$ cat src/rtl/frame_capture_ctrl.sv
// frame_capture_ctrl: captures one camera frame (or a continuous stream of
// frames) from an 8-bit pixel bus into a linear frame buffer. It arms on a
// start command, begins on the falling edge of vsync, writes every pixel
// qualified by href, and closes the frame on the rising edge of vsync.
// It also keeps a frame counter and sticky error flags for short frames,
// buffer overflow and configuration loss.
module frame_capture_ctrl #(
  parameter int H_ACTIVE = 320,
  parameter int V_ACTIVE = 240,
  parameter int ADDR_W   = 17
) (
  input  logic              pclk,
  input  logic              reset_n,
  input  logic              config_done,
  input  logic              vsync,
  input  logic              href,
  input  logic              pix_valid,
  input  logic [7:0]        pixel_data,
  input  logic              cmd_start,
  input  logic              cmd_stop,
  input  logic              mode_cont,
  output logic              wr_en,
  output logic [ADDR_W-1:0] wr_addr,
  output logic [7:0]        wr_data,
  output logic              busy,
  output logic              frame_done,
  output logic [7:0]        frame_count,
  output logic              err_short,
  output logic              err_ovf,
  output logic              err_abort
);

  localparam int FRAME_PIX = H_ACTIVE * V_ACTIVE;
  // The pixel counter must be able to hold FRAME_PIX itself (the saturated
  // "buffer full" value), which can need one bit more than the address.
  localparam int CNT_W = ADDR_W + 1;
  localparam logic [CNT_W-1:0] FRAME_PIX_C = CNT_W'(FRAME_PIX);

  typedef enum logic [1:0] {
    ST_IDLE    = 2'd0,
    ST_ARM     = 2'd1,
    ST_CAPTURE = 2'd2,
    ST_DONE    = 2'd3
  } state_t;

  state_t            state_q, state_d;
  logic              vsync_q;
  logic [CNT_W-1:0]  count_q, count_d;
  logic              stop_pend_q, stop_pend_d;
  logic              wr_en_q, wr_en_d;
  logic [ADDR_W-1:0] wr_addr_q, wr_addr_d;
  logic [7:0]        wr_data_q, wr_data_d;
  logic              busy_q, busy_d;
  logic              frame_done_q, frame_done_d;
  logic [7:0]        frame_count_q, frame_count_d;
  logic              err_short_q, err_short_d;
  logic              err_ovf_q, err_ovf_d;
  logic              err_abort_q, err_abort_d;

  logic              vs_fall;
  logic              vs_rise;
  logic              pix_ok;
  logic              buf_full;

  // Frame sync edges come from a single registered copy of vsync.
  assign vs_fall  = vsync_q & ~vsync;
  assign vs_rise  = ~vsync_q & vsync;
  // A pixel only counts when the line is valid.
  assign pix_ok   = pix_valid & href;
  assign buf_full = (count_q == FRAME_PIX_C);

  // Capture FSM register.
  always_ff @(posedge pclk or negedge reset_n) begin
    if (!reset_n) begin
      state_q <= ST_IDLE;
    end else begin
      state_q <= state_d;
    end
  end

  // Next-state logic plus next values of every registered output.
  always_comb begin
    state_d       = state_q;
    count_d       = count_q;
    stop_pend_d   = stop_pend_q;
    wr_en_d       = 1'b0;
    wr_addr_d     = wr_addr_q;
    wr_data_d     = wr_data_q;
    frame_count_d = frame_count_q;
    err_short_d   = err_short_q;
    err_ovf_d     = err_ovf_q;
    err_abort_d   = err_abort_q;

    unique case (state_q)
      ST_IDLE: begin
        // Stop wins over start; start without a configured sensor is ignored.
        if (cmd_start & config_done & ~cmd_stop) begin
          state_d     = ST_ARM;
          err_short_d = 1'b0;
          err_ovf_d   = 1'b0;
          err_abort_d = 1'b0;
        end
      end

      ST_ARM: begin
        // Any pixel arriving here, even with the frame-start edge, is dropped.
        if (cmd_stop | ~config_done) begin
          state_d = ST_IDLE;
          if (!config_done) begin
            err_abort_d = 1'b1;
          end
        end else if (vs_fall) begin
          state_d = ST_CAPTURE;
          count_d = '0;
        end
      end

      ST_CAPTURE: begin
        if (!config_done) begin
          // Sensor lost its configuration: abandon the frame silently.
          state_d     = ST_IDLE;
          err_abort_d = 1'b1;
        end else begin
          // A stop only prevents re-arming; the current frame runs to its end.
          if (cmd_stop) begin
            stop_pend_d = 1'b1;
          end
          if (pix_ok) begin
            if (buf_full) begin
              err_ovf_d = 1'b1;
            end else begin
              wr_en_d   = 1'b1;
              wr_addr_d = count_q[ADDR_W-1:0];
              wr_data_d = pixel_data;
              count_d   = count_q + CNT_W'(1);
            end
          end
          if (vs_rise) begin
            // Frame statistics are updated on entry to DONE so that they
            // appear on the outputs together with the frame_done pulse.
            state_d       = ST_DONE;
            frame_count_d = frame_count_q + 8'd1;
            if (count_d < FRAME_PIX_C) begin
              err_short_d = 1'b1;
            end
          end
        end
      end

      ST_DONE: begin
        if (mode_cont & ~stop_pend_q & ~cmd_stop) begin
          state_d = ST_ARM;
        end else begin
          state_d = ST_IDLE;
        end
      end

      default: begin
        state_d = ST_IDLE;
      end
    endcase

    // A pending stop never outlives a return to IDLE.
    if (state_d == ST_IDLE) begin
      stop_pend_d = 1'b0;
    end

    busy_d       = (state_d != ST_IDLE);
    frame_done_d = (state_d == ST_DONE);
  end

  // Datapath, status and output registers.
  always_ff @(posedge pclk or negedge reset_n) begin
    if (!reset_n) begin
      vsync_q       <= 1'b1;
      count_q       <= '0;
      stop_pend_q   <= 1'b0;
      wr_en_q       <= 1'b0;
      wr_addr_q     <= '0;
      wr_data_q     <= '0;
      busy_q        <= 1'b0;
      frame_done_q  <= 1'b0;
      frame_count_q <= '0;
      err_short_q   <= 1'b0;
      err_ovf_q     <= 1'b0;
      err_abort_q   <= 1'b0;
    end else begin
      vsync_q       <= vsync;
      count_q       <= count_d;
      stop_pend_q   <= stop_pend_d;
      wr_en_q       <= wr_en_d;
      wr_addr_q     <= wr_addr_d;
      wr_data_q     <= wr_data_d;
      busy_q        <= busy_d;
      frame_done_q  <= frame_done_d;
      frame_count_q <= frame_count_d;
      err_short_q   <= err_short_d;
      err_ovf_q     <= err_ovf_d;
      err_abort_q   <= err_abort_d;
    end
  end

  assign wr_en       = wr_en_q;
  assign wr_addr     = wr_addr_q;
  assign wr_data     = wr_data_q;
  assign busy        = busy_q;
  assign frame_done  = frame_done_q;
  assign frame_count = frame_count_q;
  assign err_short   = err_short_q;
  assign err_ovf     = err_ovf_q;
  assign err_abort   = err_abort_q;

endmodule

$ cat config.mk
export PLATFORM = sky130hd
export DESIGN_NAME = frame_capture_ctrl
export DESIGN_NICKNAME = d
export VERILOG_FILES = /design/src/rtl/frame_capture_ctrl.sv
export SDC_FILE = /design/constraint.sdc
export NUM_CORES = 1
export LEC_CHECK = 0
export BUFFER_PORTS_ARGS = -buffer_cell sky130_fd_sc_hd__buf_4
export CORE_ASPECT_RATIO = 1.25
export CORE_MARGIN = 5
export CORE_UTILIZATION = 56
export DETAILED_ROUTE_END_ITERATION = 12
export PLACE_DENSITY = 0.8
export REMOVE_ABC_BUFFERS = 1
export SYNTH_ARGS = -nofsm -noshare
export SYNTH_HDL_FRONTEND = slang
export SYNTH_SLANG_ARGS = --single-unit
$ cat constraint.sdc
create_clock -name pclk -period 3 [get_ports pclk]
set_clock_uncertainty 0.1 [all_clocks]
set_input_delay 0.45 -clock pclk [delete_from_list [all_inputs] [get_ports pclk]]
set_output_delay 0.45 -clock pclk [all_outputs]
set_load 0.02 [all_outputs]
==> impl_metrics.yaml <==
synthesis:
  avgSynthCellArea_um2: 10.8
  synth_top_family_by_area: "simple AND/OR/NAND/NOR gates"
  yosysTopAreaCell: "dfrtp_1"
  synthXorXnorAreaFrac_pct: 4.14
  synthSimpleGateAreaFrac_pct: 17.1
  synth-compound-area-share_pct: 12.0
  syn_inst: 295
  ys_types: 45
  synth_edf_count: 0
  netlist_area_um2: 3170
  synth_area_leaders: "dfrtp_1 (47%), mux2_4 (9.0%), xnor2_1 (3.0%)"
  synth_mux_area_share_pct: 11.8
  yosysSeqAreaShare_pct: 48.1
  synth-async-reset-ratio_pct: 100
  synthAdderAreaFrac_pct: 2.76
  ys_ff_latch: 61
  yosysTopAreaCellShare_pct: 47.3
  yosys_warnings: 0
  ys.flop_type: "dfrtp_1"
cts:
  ctsHoldBuffers: 0
  numCtsBuffers: 9
  htree_levels: 3
  cts_resized: 0
  clk_path_buf_depth: 2
  cts_tree: "yes"
  clk_latency_ns: 0.34
  clockRootBuffer: "clkbuf_8"
  clk_pin_slew_ns: 0.07
  clock-sinks: 61
  post_cts_buffers: 0
route:
  drt_iter0_drc: 184
  vias_per_cell: 5.82
  via_count: 2426
  wire_per_inst_um: 15.7
  wirelength_mm: 6.56
  antenna_left: 0
  drc: 0
  drt_first_pass_iters: 4
placed_design:
  pre_cts_slack_ns: 0.711
  gp_congestion: 0.865
  dp_hpwl_mm: 4.63
  io_buffers: 55
  dp_cells: 401
critical_path:
  criticalPathCategory: "reg2reg"
  critPathMaxFanout: 21
  timing.rr.start: "count_q[0]"
  critPathArrivalTime_ns: 2.42
  r2r-end: "wr_data[5]"
  crit_path_start_kind: "flip-flop"
  cp.required_ns: 3.12
  cp-endpoint: "wr_data[5]"
  crit_path_end_kind: "flip-flop"
  reg2reg_depth: 8
  reg2reg_slack_ns: 0.69
  startpoint: "count_q[0]"
timing:
  drv_slew: 0
  period_needed_ns: 2.31
  fin_crit_sh_pct: 76.9
  slew_headroom_pct: 49.7
  setup_tns_ns: 0
  worst_slew_pin_slew_ns: 0.755
  layout_setup_ws_ns: 0.694
  rsz0062_at_grt: "false"
  hold_violations: 0
  finalSetupViolCount: 0
  clock.fmax_mhz: 434
floorplanning:
  initial_core_util_pct: 57.9
  die_h_um: 94.2
  row_count: 30
  fp.dieW_um: 77.3
  io_pins: 56
  die_area_um2: 7280
  core_um2: 5480
final_layout:
  syn2layout_area_growth_pct: 21.0
  fin_cells: 417
  fillCellCount: 438
  num_antenna_cells: 0
  final_nets: 372
  layout-drive-gt1-share_pct: 29.5
run:
  cap_viol_max_count: 0
global_route:
  first_global_vias: 2440
  grt_max_degree: 62
  grt_pass1_wl_mm: 11.2
  grt_overflow: 0
  grt_use_total_pct: 19.2
  antenna_found_initial: 0
power:
  pwr_density_cell_nw_per_um2: 565
  irDropWorstVdd_v: 0.000461
  switching_share_pct: 27.2
  leakagePower_nw: 1.81
  clkPwrFrac_pct: 37.8
  p_comb_share_pct: 19.0
  total_power_mw: 2.17
  p_switching_mw: 0.589
  p_seq_share_pct: 43.2
  p_int_mw: 1.58
outcome:
  status: "completed"
hold_path:
  hold_class: "in2async"
-- cells by family after synthesis --
logic type,count (synthesis)
adders and majority gates,7
and+or+nand+nor,100
buffers and inverters,26
muxes,27
DFF,61
AOI/OAI and AO/OA,59
xor gates and xnor gates,15
-- worst min path at each step --
stage	slack, ns	from	to
2_1_floorplan	0.05	reset_n	busy
3_3_place_gp	0.36	frame_count[7]	frame_count[7]
3_5_place_dp	0.37	frame_count[7]	frame_count[7]
4_1_cts	0.1	reset_n	wr_data[7]
5_1_grt	0.13	vsync	vsync_q
6_report	0.07	reset_n	wr_data[7]
-- Yosys cell counts (4+ instances only) --
master	number
nor4_1	4
nand4_1	6
nand3_1	10
xnor2_1	11
nor2b_1	4
inv_1	9
mux2_4	19
dfrtp_1	60
and3_1	6
a211oi_1	4
o21ai_0	17
mux2_2	7
xor2_1	4
ha_1	7
nand2_1	25
a21oi_1	13
o31ai_1	10
clkbuf_1	8
nor2_1	18
a22o_1	4
nor3_1	7
-- placed cells by master, fill, tap and decap left out, types with 2 or more instances in the layout --
| master | synthesis | layout |
|---|---|---|
| and2_1 | 2 | 2 |
| dfrtp_1 | 60 | 60 |
| clkbuf_1 | 8 | 2 |
| a211oi_1 | 4 | 4 |
| nand2_1 | 25 | 25 |
| nor4b_1 | 2 | 2 |
| nor3_1 | 7 | 7 |
| o31ai_1 | 10 | 10 |
| a22o_1 | 4 | 4 |
| buf_4 | 3 | 58 |
| nand4_1 | 6 | 6 |
| ha_1 | 7 | 7 |
| xnor2_1 | 11 | 11 |
| nor4bb_1 | 2 | 2 |
| bufinv_16 | 0 | 2 |
| nor4_1 | 4 | 4 |
| nor3b_1 | 3 | 3 |
| mux2_2 | 7 | 7 |
| mux2_4 | 19 | 19 |
| nand2b_1 | 3 | 3 |
| a311oi_1 | 2 | 2 |
| and4_1 | 3 | 3 |
| and3_1 | 6 | 6 |
| o21bai_1 | 2 | 2 |
| nor2_1 | 18 | 18 |
| nor2b_1 | 4 | 4 |
| inv_1 | 9 | 9 |
| xor2_1 | 4 | 4 |
| clkbuf_8 | 0 | 11 |
| o21ai_0 | 17 | 16 |
| a31oi_1 | 3 | 3 |
| nand3_1 | 10 | 10 |
| a21oi_1 | 13 | 13 |
-- stage by stage --
stage                     cell area, µm²  util (%)  hold WS (ns)
after floorplan                     3080         -        0.0544
after global placement              3610      66.0         0.364
after detailed placement            3610      66.0         0.369
after CTS                           3840      70.1        0.0994
after global routing                3840      70.1         0.128
final                               3840      70.1        0.0658
-- layer usage --
metal  wire [µm]  vias to the layer above  share of wire, %  GRT usage [%]
li1            -                     1166                 -              -
met3         479                       10               7.3           5.85
met1        2840                     1166                43           23.8
met4          90                        0               1.4           7.74
met2        3140                       84                48           31.1
met5           0                        -                 0              0
-- cell type report --
cell class	instances	area [µm²]	area share, %
clock buffers	13	159	4.14
clock inverters	3	67.6	1.76
inverters	9	33.8	0.879
multi-input cells	208	1520	39.5
flip-flops and latches	61	1530	39.8
well taps	64	80.1	2.08
repair buffers	59	455	11.9
-- sequential cells by signal, indices dropped and copies added (netlist names), 2 cells and up --
register and count:
state_q 2, count_q 18, wr_data 8, frame_count 8
wr_addr 17
-- power by group through the flow --
| stage | logic, mW | clock network, mW | registers [mW] |
|---|---|---|---|
| floorplan | 0.193 | 0 | 1.00 |
| finish | 0.411 | 0.820 | 0.937 |
| global placement | 0.405 | 0 | 0.948 |
| CTS | 0.420 | 0.839 | 0.937 |
| detailed placement | 0.419 | 0 | 0.951 |
| global route | 0.459 | 0.881 | 0.947 |
-- critical path, cell delays in order (launching register included) --
cell and delay [ns]:
dfrtp_1 0.44, inv_1 0.11, ha_1 0.14, nor4b_1 0.22
nand3_1 0.21, o21ai_4 0.35, nor2_4 0.12, buf_12 0.19
mux2_4 0.30
Power figures use the tool's default switching activity.
